===== src/rtl/ex_lat_pkg.sv =====
// Shared definitions for the EX-stage latency tracker: op class codes,
// fixed per-class latencies and the countdown width.
package ex_lat_pkg;

  localparam logic [1:0] EX_CLS_0   = 2'b00;
  localparam logic [1:0] EX_CLS_1   = 2'b01;
  localparam logic [1:0] EX_CLS_2   = 2'b10;
  localparam logic [1:0] EX_CLS_ILL = 2'b11;

  localparam int EX_LAT0  = 12;
  localparam int EX_LAT1  = 20;
  localparam int EX_LAT2  = 27;
  localparam int EX_CNT_W = 5;

  // Latency ROM: cycles from acceptance until the op becomes completable.
  // The illegal class completes after one cycle so it can report its error.
  function automatic int ex_lat_cycles(logic [1:0] cls, int lat0, int lat1, int lat2);
    int l;
    case (cls)
      EX_CLS_0: l = lat0;
      EX_CLS_1: l = lat1;
      EX_CLS_2: l = lat2;
      default:  l = 1;
    endcase
    return l;
  endfunction

endpackage


===== src/rtl/ex_latency_slot.sv =====
// One in-flight op: valid/err/tag plus a saturating countdown. The slot is
// completable while valid with a zero count and holds there until freed.
module ex_latency_slot
  import ex_lat_pkg::*;
#(
  parameter int TAG_W = 5,
  parameter int CNT_W = EX_CNT_W
) (
  input  logic             clk_i,
  input  logic             rst_ni,
  input  logic             flush_i,
  input  logic             load_i,
  input  logic [CNT_W-1:0] load_cnt_i,
  input  logic [TAG_W-1:0] load_tag_i,
  input  logic             load_err_i,
  input  logic             free_i,
  output logic             valid_o,
  output logic             done_o,
  output logic [TAG_W-1:0] tag_o,
  output logic             err_o
);

  logic             valid_q, valid_d;
  logic             err_q, err_d;
  logic [TAG_W-1:0] tag_q, tag_d;
  logic [CNT_W-1:0] cnt_q, cnt_d;

  // Next state: decrement, free, load, then flush as the final override.
  always_comb begin
    valid_d = valid_q;
    err_d   = err_q;
    tag_d   = tag_q;
    cnt_d   = cnt_q;
    if (valid_q && (cnt_q != '0)) cnt_d = cnt_q - CNT_W'(1);
    if (free_i) valid_d = 1'b0;
    if (load_i) begin
      valid_d = 1'b1;
      err_d   = load_err_i;
      tag_d   = load_tag_i;
      cnt_d   = load_cnt_i;
    end
    if (flush_i) valid_d = 1'b0;
  end

  // Slot state register.
  always_ff @(posedge clk_i or negedge rst_ni) begin
    if (!rst_ni) begin
      valid_q <= 1'b0;
      err_q   <= 1'b0;
      tag_q   <= '0;
      cnt_q   <= '0;
    end else begin
      valid_q <= valid_d;
      err_q   <= err_d;
      tag_q   <= tag_d;
      cnt_q   <= cnt_d;
    end
  end

  assign valid_o = valid_q;
  assign done_o  = valid_q && (cnt_q == '0);
  assign tag_o   = tag_q;
  assign err_o   = err_q;

endmodule


===== src/rtl/ex_latency_tracker.sv =====
// EX-stage latency tracker: places issued ops in the lowest free slot, counts
// down each op's class latency and presents completions lowest-slot-first.
//
// Handshakes: a transfer happens on a rising edge where valid & ready are both
// high. ISSUE_READY and DONE_VALID/TAG/ERR are functions of registered state
// only, so neither ISSUE_* nor DONE_READY reaches an output combinationally;
// a slot freed by a pop becomes reusable only from the following cycle.
module ex_latency_tracker
  import ex_lat_pkg::*;
#(
  parameter int SLOTS = 4,
  parameter int TAG_W = 5,
  parameter int LAT0  = EX_LAT0,
  parameter int LAT1  = EX_LAT1,
  parameter int LAT2  = EX_LAT2,
  parameter int CNT_W = EX_CNT_W
) (
  input  logic                     CLK,
  input  logic                     RST_N,
  input  logic                     FLUSH,
  input  logic                     ISSUE_VALID,
  output logic                     ISSUE_READY,
  input  logic [1:0]               ISSUE_SELECT,
  input  logic [TAG_W-1:0]         ISSUE_TAG,
  output logic                     DONE_VALID,
  input  logic                     DONE_READY,
  output logic [TAG_W-1:0]         DONE_TAG,
  output logic                     DONE_ERR,
  output logic [$clog2(SLOTS):0]   OUTSTANDING
);

  localparam int OUT_W = $clog2(SLOTS) + 1;

  logic [SLOTS-1:0] slot_valid;
  logic [SLOTS-1:0] slot_done;
  logic [SLOTS-1:0] slot_err;
  logic [TAG_W-1:0] slot_tag [SLOTS];
  logic [SLOTS-1:0] load_vec;
  logic [SLOTS-1:0] pop_vec;
  logic [CNT_W-1:0] load_cnt;
  logic             load_err;
  logic             issue_fire;
  logic             pop_fire;
  logic [OUT_W-1:0] outstanding_q, outstanding_d;

  assign ISSUE_READY = ~&slot_valid;
  assign DONE_VALID  = |slot_done;
  assign issue_fire  = ISSUE_VALID & ISSUE_READY;
  assign pop_fire    = DONE_VALID & DONE_READY;
  assign load_cnt    = CNT_W'(ex_lat_cycles(ISSUE_SELECT, LAT0, LAT1, LAT2) - 1);
  assign load_err    = (ISSUE_SELECT == EX_CLS_ILL);

  // Free-slot priority: the accepted op goes to the lowest-index empty slot.
  always_comb begin
    logic found;
    found    = 1'b0;
    load_vec = '0;
    for (int i = 0; i < SLOTS; i++) begin
      if (!slot_valid[i] && !found) begin
        found       = 1'b1;
        load_vec[i] = issue_fire;
      end
    end
  end

  // Completion priority: present and pop the lowest-index completable slot.
  always_comb begin
    logic found;
    found    = 1'b0;
    pop_vec  = '0;
    DONE_TAG = '0;
    DONE_ERR = 1'b0;
    for (int i = 0; i < SLOTS; i++) begin
      if (slot_done[i] && !found) begin
        found      = 1'b1;
        DONE_TAG   = slot_tag[i];
        DONE_ERR   = slot_err[i];
        pop_vec[i] = DONE_READY;
      end
    end
  end

  // Occupancy: +1 on issue, -1 on pop, cleared by flush.
  always_comb begin
    outstanding_d = outstanding_q + OUT_W'(issue_fire) - OUT_W'(pop_fire);
    if (FLUSH) outstanding_d = '0;
  end

  // Occupancy register.
  always_ff @(posedge CLK or negedge RST_N) begin
    if (!RST_N) outstanding_q <= '0;
    else        outstanding_q <= outstanding_d;
  end

  assign OUTSTANDING = outstanding_q;

  for (genvar i = 0; i < SLOTS; i++) begin : g_slot
    ex_latency_slot #(
      .TAG_W (TAG_W),
      .CNT_W (CNT_W)
    ) u_slot (
      .clk_i      (CLK),
      .rst_ni     (RST_N),
      .flush_i    (FLUSH),
      .load_i     (load_vec[i]),
      .load_cnt_i (load_cnt),
      .load_tag_i (ISSUE_TAG),
      .load_err_i (load_err),
      .free_i     (pop_vec[i]),
      .valid_o    (slot_valid[i]),
      .done_o     (slot_done[i]),
      .tag_o      (slot_tag[i]),
      .err_o      (slot_err[i])
    );
  end

endmodule


===== config.mk =====
export PLATFORM = sky130hd
export DESIGN_NAME = ex_latency_tracker
export DESIGN_NICKNAME = d
export VERILOG_FILES = /design/src/rtl/ex_lat_pkg.sv /design/src/rtl/ex_latency_slot.sv /design/src/rtl/ex_latency_tracker.sv
export SDC_FILE = /design/constraint.sdc
export NUM_CORES = 1
export LEC_CHECK = 0
export CORE_ASPECT_RATIO = 1.75
export CORE_MARGIN = 5
export CORE_UTILIZATION = 50
export DETAILED_ROUTE_END_ITERATION = 12
export PLACE_DENSITY = 0.7
export SYNTH_ARGS = -nofsm -noshare
export SYNTH_HDL_FRONTEND = slang
export SYNTH_SLANG_ARGS = --single-unit

===== constraint.sdc =====
create_clock -name CLK -period 7.8 [get_ports CLK]
set_clock_uncertainty 0.05 [all_clocks]
set_input_delay 1.17 -clock CLK [delete_from_list [all_inputs] [get_ports CLK]]
set_output_delay 1.17 -clock CLK [all_outputs]
set_load 0.02 [all_outputs]

### Yosys cells after proc, flatten, opt, wreduce, memory -nomap -nowiden

Cells that the tools add are included.

| word-level totals | value |
|---|---|
| register bits after elaboration | 51 |
| latch bits | 0 |
| bits in writable memories | 0 |
| memory bits (read-only) | 0 |
| input bits | 12 |
| output and inout port bits | 11 |
| logic and storage cells | 115 |
| memories kept | 0 |

| cells by class | value |
|---|---|
| add/subtract/negate cells | 7 |
| multiply operators | 0 |
| divide/modulo/power cells | 0 |
| magnitude comparators | 0 |
| equality and inequality tests | 3 |
| shifts and indexed selects | 0 |
| multiplexer cells | 44 |
| bitwise gates (word level) | 2 |
| reductions and logical operators | 42 |

Operator list:

| cell | count |
|---|---|
| $mux 5 | 12 |
| $mux 1 | 30 |
| $logic_not 5->1 | 4 |
| $reduce_bool 5->1 | 4 |
| $sub 5x1->5 const B | 4 |
| $pmux 5 s3 | 1 |
| $logic_and 1x1->1 | 14 |
| $reduce_bool 3->1 | 4 |
| $logic_not 1->1 | 9 |
| $reduce_bool 2->1 | 4 |
| $sub 5x2->5 const B | 1 |
| $eq 2x2->1 const B | 2 |
| $reduce_and 4->1 | 1 |
| $reduce_or 4->1 | 1 |
| $add 3x1->3 | 1 |
| $mux 3 | 1 |
| $sub 3x1->3 | 1 |
| $and 1x1->1 | 2 |
| $eq 2x1->1 const B | 1 |
| $logic_not 2->1 | 1 |

### Logic depth before layout (Yosys ltp)

| depth | value |
|---|---|
| word-level depth | 15 |
| mapped depth | 15 |
| mapped depth without buffers | 13 |

### Modules after synthesis

From an unflattened synthesis, not the netlist that was laid out.

| unflattened totals | value |
|---|---|
| cells, all modules | 276 |
| area total of the unflattened synthesis | 2819.0 um2 |

By module, submodules not included:

| module | times used | cells each | area an instance (um2) | sequential area each (um2) |
|---|---|---|---|---|
| ex_latency_slot | 4 | 51 | 565.5 | 300.3 |
| ex_latency_tracker | 1 | 72 | 556.8 | 75.1 |

### Worst setup path after synthesis

OpenSTA, ideal clock, no wires.

| timing | value |
|---|---|
| path type | reg-to-output |
| from | reg g_slot[2].u_slot.cnt_q[0] |
| to | out DONE_ERR |
| arrival | 1.924 ns |
| data required time | 6.580 ns |
| slack | 4.656 ns |
| stages on the path, launching flop included | 9 |
| path buffers | 2 |
| path through | dfrtp_1 > inv_1 > ha_1 > or4b_1 > clkbuf_1 > nor2_2 > or4_4 > buf_6 > o22ai_2 |

| on the way | value |
|---|---|
| longest elaborated chain between the ends | 7 |
| elaborated cells on any way between the ends | 8 |
| those cells by class | mux (3); reduce/logical (5) |

Ends and longest elaborated chain:

| what | RTL line | text |
|---|---|---|
| from (decl) | ex_latency_slot.sv:26 | `logic [CNT_W-1:0] cnt_q, cnt_d;` |
| from (signal assigned) | ex_latency_slot.sv:56 | `cnt_q <= cnt_d;` |
| $logic_not 5->1 * | ex_latency_slot.sv:61 | `assign done_o = valid_q && (cnt_q == '0);` |
| $logic_and 1x1->1 * | ex_latency_slot.sv:61 |  |
| $logic_and 1x1->1 * | ex_latency_tracker.sv:74 | `if (slot_done[i] && !found) begin` |
| $mux 1 | ex_latency_tracker.sv:74 |  |
| $logic_not 1->1 | ex_latency_tracker.sv:74 |  |
| $logic_and 1x1->1 | ex_latency_tracker.sv:74 |  |
| $mux 1 * | ex_latency_tracker.sv:74 |  |
| to (decl) | ex_latency_tracker.sv:28 | `output logic DONE_ERR,` |

Every way passes the cells marked *; elsewhere a longest branch is shown, timed or not.

### Final worst setup path

| timing | value |
|---|---|
| from | reg g_slot[1].u_slot.valid_q |
| to | out DONE_TAG[4] |

| on the way | value |
|---|---|
| longest elaborated chain between the ends | 9 |
| elaborated cells on any way between the ends | 11 |
| those cells by class | mux (5); reduce/logical (6) |

Ends and longest elaborated chain:

| what | RTL line | text |
|---|---|---|
| from (decl) | ex_latency_slot.sv:23 | `logic valid_q, valid_d;` |
| from (signal assigned) | ex_latency_slot.sv:53 | `valid_q <= valid_d;` |
| $logic_and 1x1->1 * | ex_latency_slot.sv:61 |  |
| $logic_and 1x1->1 * | ex_latency_tracker.sv:74 |  |
| $mux 1 | ex_latency_tracker.sv:74 |  |
| $logic_not 1->1 | ex_latency_tracker.sv:74 |  |
| $logic_and 1x1->1 | ex_latency_tracker.sv:74 |  |
| $mux 1 | ex_latency_tracker.sv:74 |  |
| $logic_not 1->1 | ex_latency_tracker.sv:74 |  |
| $logic_and 1x1->1 | ex_latency_tracker.sv:74 |  |
| $mux 5 * | ex_latency_tracker.sv:74 |  |
| to (decl) | ex_latency_tracker.sv:27 | `output logic [TAG_W-1:0] DONE_TAG,` |

Marks and branches as above.

==> key figures <==
Timing
  • Post-route setup slack: between 3 and 4 ns
  • Final min period: between 4 and 5 ns
  • Worst slew margin: about two fifths
  • Setup TNS: 0 ns
  • Worst hold slack: between 0.4 and 0.5 ns
  • RSZ-0062 raised after global routing: false
  • Hold Vio Cnt, Final: 0
  • Final setup vio count: 0
  • Max Slew Vio Count: 0
  • Highest clock rate: approximately 0.24 GHz
  • Least-Margin Pin Slew: 0.8655 ns
  • Crit share post-route: a little over half

Cells and area
  • Design area: between 3000 and 4000 sq um
  • Fillers: 526
  • Area Growth Syn to Fin: 11.92%
  • Most common cell after layout, fill and taps aside: dfrtp_1
  • Share of cells above drive strength 1: 12.91%
  • Final Core Density: 57.78%
  • Final #Nets: 329
  • Ant. Diodes: 0
  • Post-route insts no fill: about 380
  • Commonest non-fill, non-tap cells in the layout: 51 x dfrtp_1, 21 x inv_1, 21 x clkdlybuf4s50_1

Critical path
  • Setup CP Type: reg -> out
  • CP Launch Type: flip-flop
  • Crit-path cells: nand4bb_1 -> or2_0 -> a311oi_1 -> o22ai_2 -> clkdlybuf4s50_1
  • Reg2reg end: OUTSTANDING[2]
  • CP Data Arrival Time: 3.02 ns
  • CP bufs+invs: 1
  • CP Launch Point: g_slot[1].u_slot.valid_o
  • Slowest cell on the critical path: dfrtp_1
  • CP max stage delay: 0.64 ns
  • Crit-path max FO: 16
  • Critical Path RT: 6.58 ns
  • Largest delay share family, worst path: simple AND/OR/NAND/NOR gates
  • Crit. End Element: output port
  • Reg2Reg Setup Slack: ~4.5 ns
  • Crit Reg-Reg Startpoint: g_slot[1].u_slot.cnt_q[0]
  • Reg2Reg Depth: 13

Placed design
  • Placed Instances: 370
  • Post-Place Cell Area: 3153 sq um
  • GPL Wtd Cong: 0.8488
  • DP Wirelength: approximately 4800 um
  • Port Buffers: 22
  • Place WS: between 3 and 4 ns

Global routing
  • Largest net degree at the start of global routing: 52
  • Initial antenna violation count: 0
  • Busiest grt layer: met2
  • Number of global-route vias before repair: around 2300
  • Met2 usage: around 34%
  • Met1 Use GR: a little under a quarter
  • First-pass GRT wire length: about 11000 um
  • Gr ovfl total: 0
  • Total track usage: approximately a fifth
  • Met3 usage: under 10%

Synth
  • Synth Register Bits: 51
  • Syn nets: around 320
  • Syn Area/Cell: 10.09 sq um
  • Ys async rst share: 100.0%
  • Leading area contributor after synthesis: dfrtp_1
  • Cell Area, Synth: 2907 sq um
  • Synth warn: 0
  • Post-synth EDFFs: 0
  • Yosys top cell area share: 43.91%
  • Register area share after synthesis: 43.91%
  • Largest cells by area after synthesis: dfrtp_1 44%, mux2_2 7.0%, ha_1 6.5%, inv_1 2.7%, nand2_1 2.6%
  • Gate Count Post-Synth: approximately 290
  • Count of cell types in the netlist: 52
  • Synth Flop Type: dfrtp_1

Floorplan
  • Initial Util: between 50% and 60%
  • Die width: roughly 68 um
  • FP Rows: 36
  • Core area: between 5000 and 6000 sq um
  • Io pins: 23
  • Die height: approximately 110 um
  • DIE AREA: 7498 sq um

CTS
  • Hold_buf cts: 0
  • CTS Buffer Depth: 2
  • Reg clk slew, reported paths: about 0.090 ns
  • Sink Count: between 50 and 60
  • Post-cts gate resize count: 0
  • H-tree depth: 2
  • Root Buffer Master: clkbuf_8
  • Clk_lat worst skew: between 0.3 and 0.4 ns
  • CTS Buf Count: 5
  • TritonCTS clock tree: built
  • Total setup buffers inserted after CTS: 0

Power and ir drop
  • Power Total: around 0.71 mW
  • Worst IR Drop VDD: ~0.20 mV
  • Power per cell area: about 220 nW/um^2
  • P_leak: roughly 1.4 nW

Route
  • Drt first-iter violations: around 170
  • Via count: 2246
  • Pre-Repair DR Iteration Count: 4
  • # DRC: 0
  • Via-per-instance ratio: around 6
  • Post-DRT Antenna Nets: 0
  • Avg WL per Cell: approximately 18 um
  • Wirelength, routed: around 6600 um

Hold path
  • Hold path start: g_slot[1].u_slot.tag_o[1]
  • Worst hold endpoint: g_slot[1].u_slot.tag_o[1]
  • Tightest Hold Check Type: reg -> reg
  • Hold path depth: 1

Job
  • Max Cap Violations: 0

Status
  • Status: finished clean
==> cell families after synthesis <==
kind of cell	Yosys count	synth area share, %
XOR/XNOR	9	2.712
AO/OA/AOI/OAI	70	17.56
AND/OR/NAND/NOR	83	15.58
adder cells (fa/ha/maj)	16	7.146
multiplexers	20	7.662
flip-flops	51	43.91
buffers and inverters	39	5.424
==> cell usage after synthesis, drive strengths merged (4+ instances only) <==
cell,number
nand2,21
nor3,9
o21ai,14
nor2b,4
a211oi,7
nor3b,8
a21oi,11
inv,21
mux2,18
buf,4
nand3,4
dfrtp,51
a31oi,4
xor2,7
nor2,21
o22ai,10
ha,15
clkbuf,14
a311oi,7
==> worst register-to-register path: cells and delay by family (launching register included) <==
family,cells,cell delay (ns)
buffers and inverters,3,0.20
XOR/XNOR,1,0.16
adder cells (fa/ha/maj),4,0.97
flip-flops,1,0.40
AO/OA/AOI/OAI,1,0.31
AND/OR/NAND/NOR,4,1.12
==> area by class of cell <==
type | count | area [sq um] | share of cell area (%)
Sequential cell | 51 | 1276 | 39.23
Timing Repair Buffer | 24 | 230.2 | 7.077
Clock buffer | 8 | 100.1 | 3.077
Inverter | 21 | 78.83 | 2.423
Tap cell | 76 | 95.09 | 2.923
Multi-Input combinational cell | 198 | 1473 | 45.27
==> registers in the layout, indices dropped and copies added (netlist names) <==
| signal | count |
|---|---|
| g_slot.u_slot.err_o | 4 |
| g_slot.u_slot.cnt_q | 20 |
| g_slot.u_slot.valid_o | 4 |
| OUTSTANDING | 3 |
| g_slot.u_slot.tag_o | 20 |
==> worst max-delay path by stage <==
stage | end | cells past startpoint
finish | DONE_TAG[4] | 5
floorplan | DONE_ERR | 8
global route | DONE_TAG[1] | 5
detailed placement | DONE_TAG[3] | 5
CTS | DONE_TAG[3] | 5
global placement | DONE_TAG[2] | 5
==> where the power goes <==
| group | total (mW) | switching [mW] | internal [mW] |
|---|---|---|---|
| combinational | 0.173 | 0.0862 | 0.0868 |
| sequential | 0.369 | 0.0506 | 0.318 |
| clock | 0.172 | 0.0906 | 0.0812 |
| total | 0.714 | 0.227 | 0.486 |
==> layer usage <==
layer,part of all wire (%),vias up
li1,-,1056
met1,40,1122
met2,54,54
met3,4.0,14
met4,2.8,0
met5,0,-
Note: power is estimated with default switching activity, not from simulation.
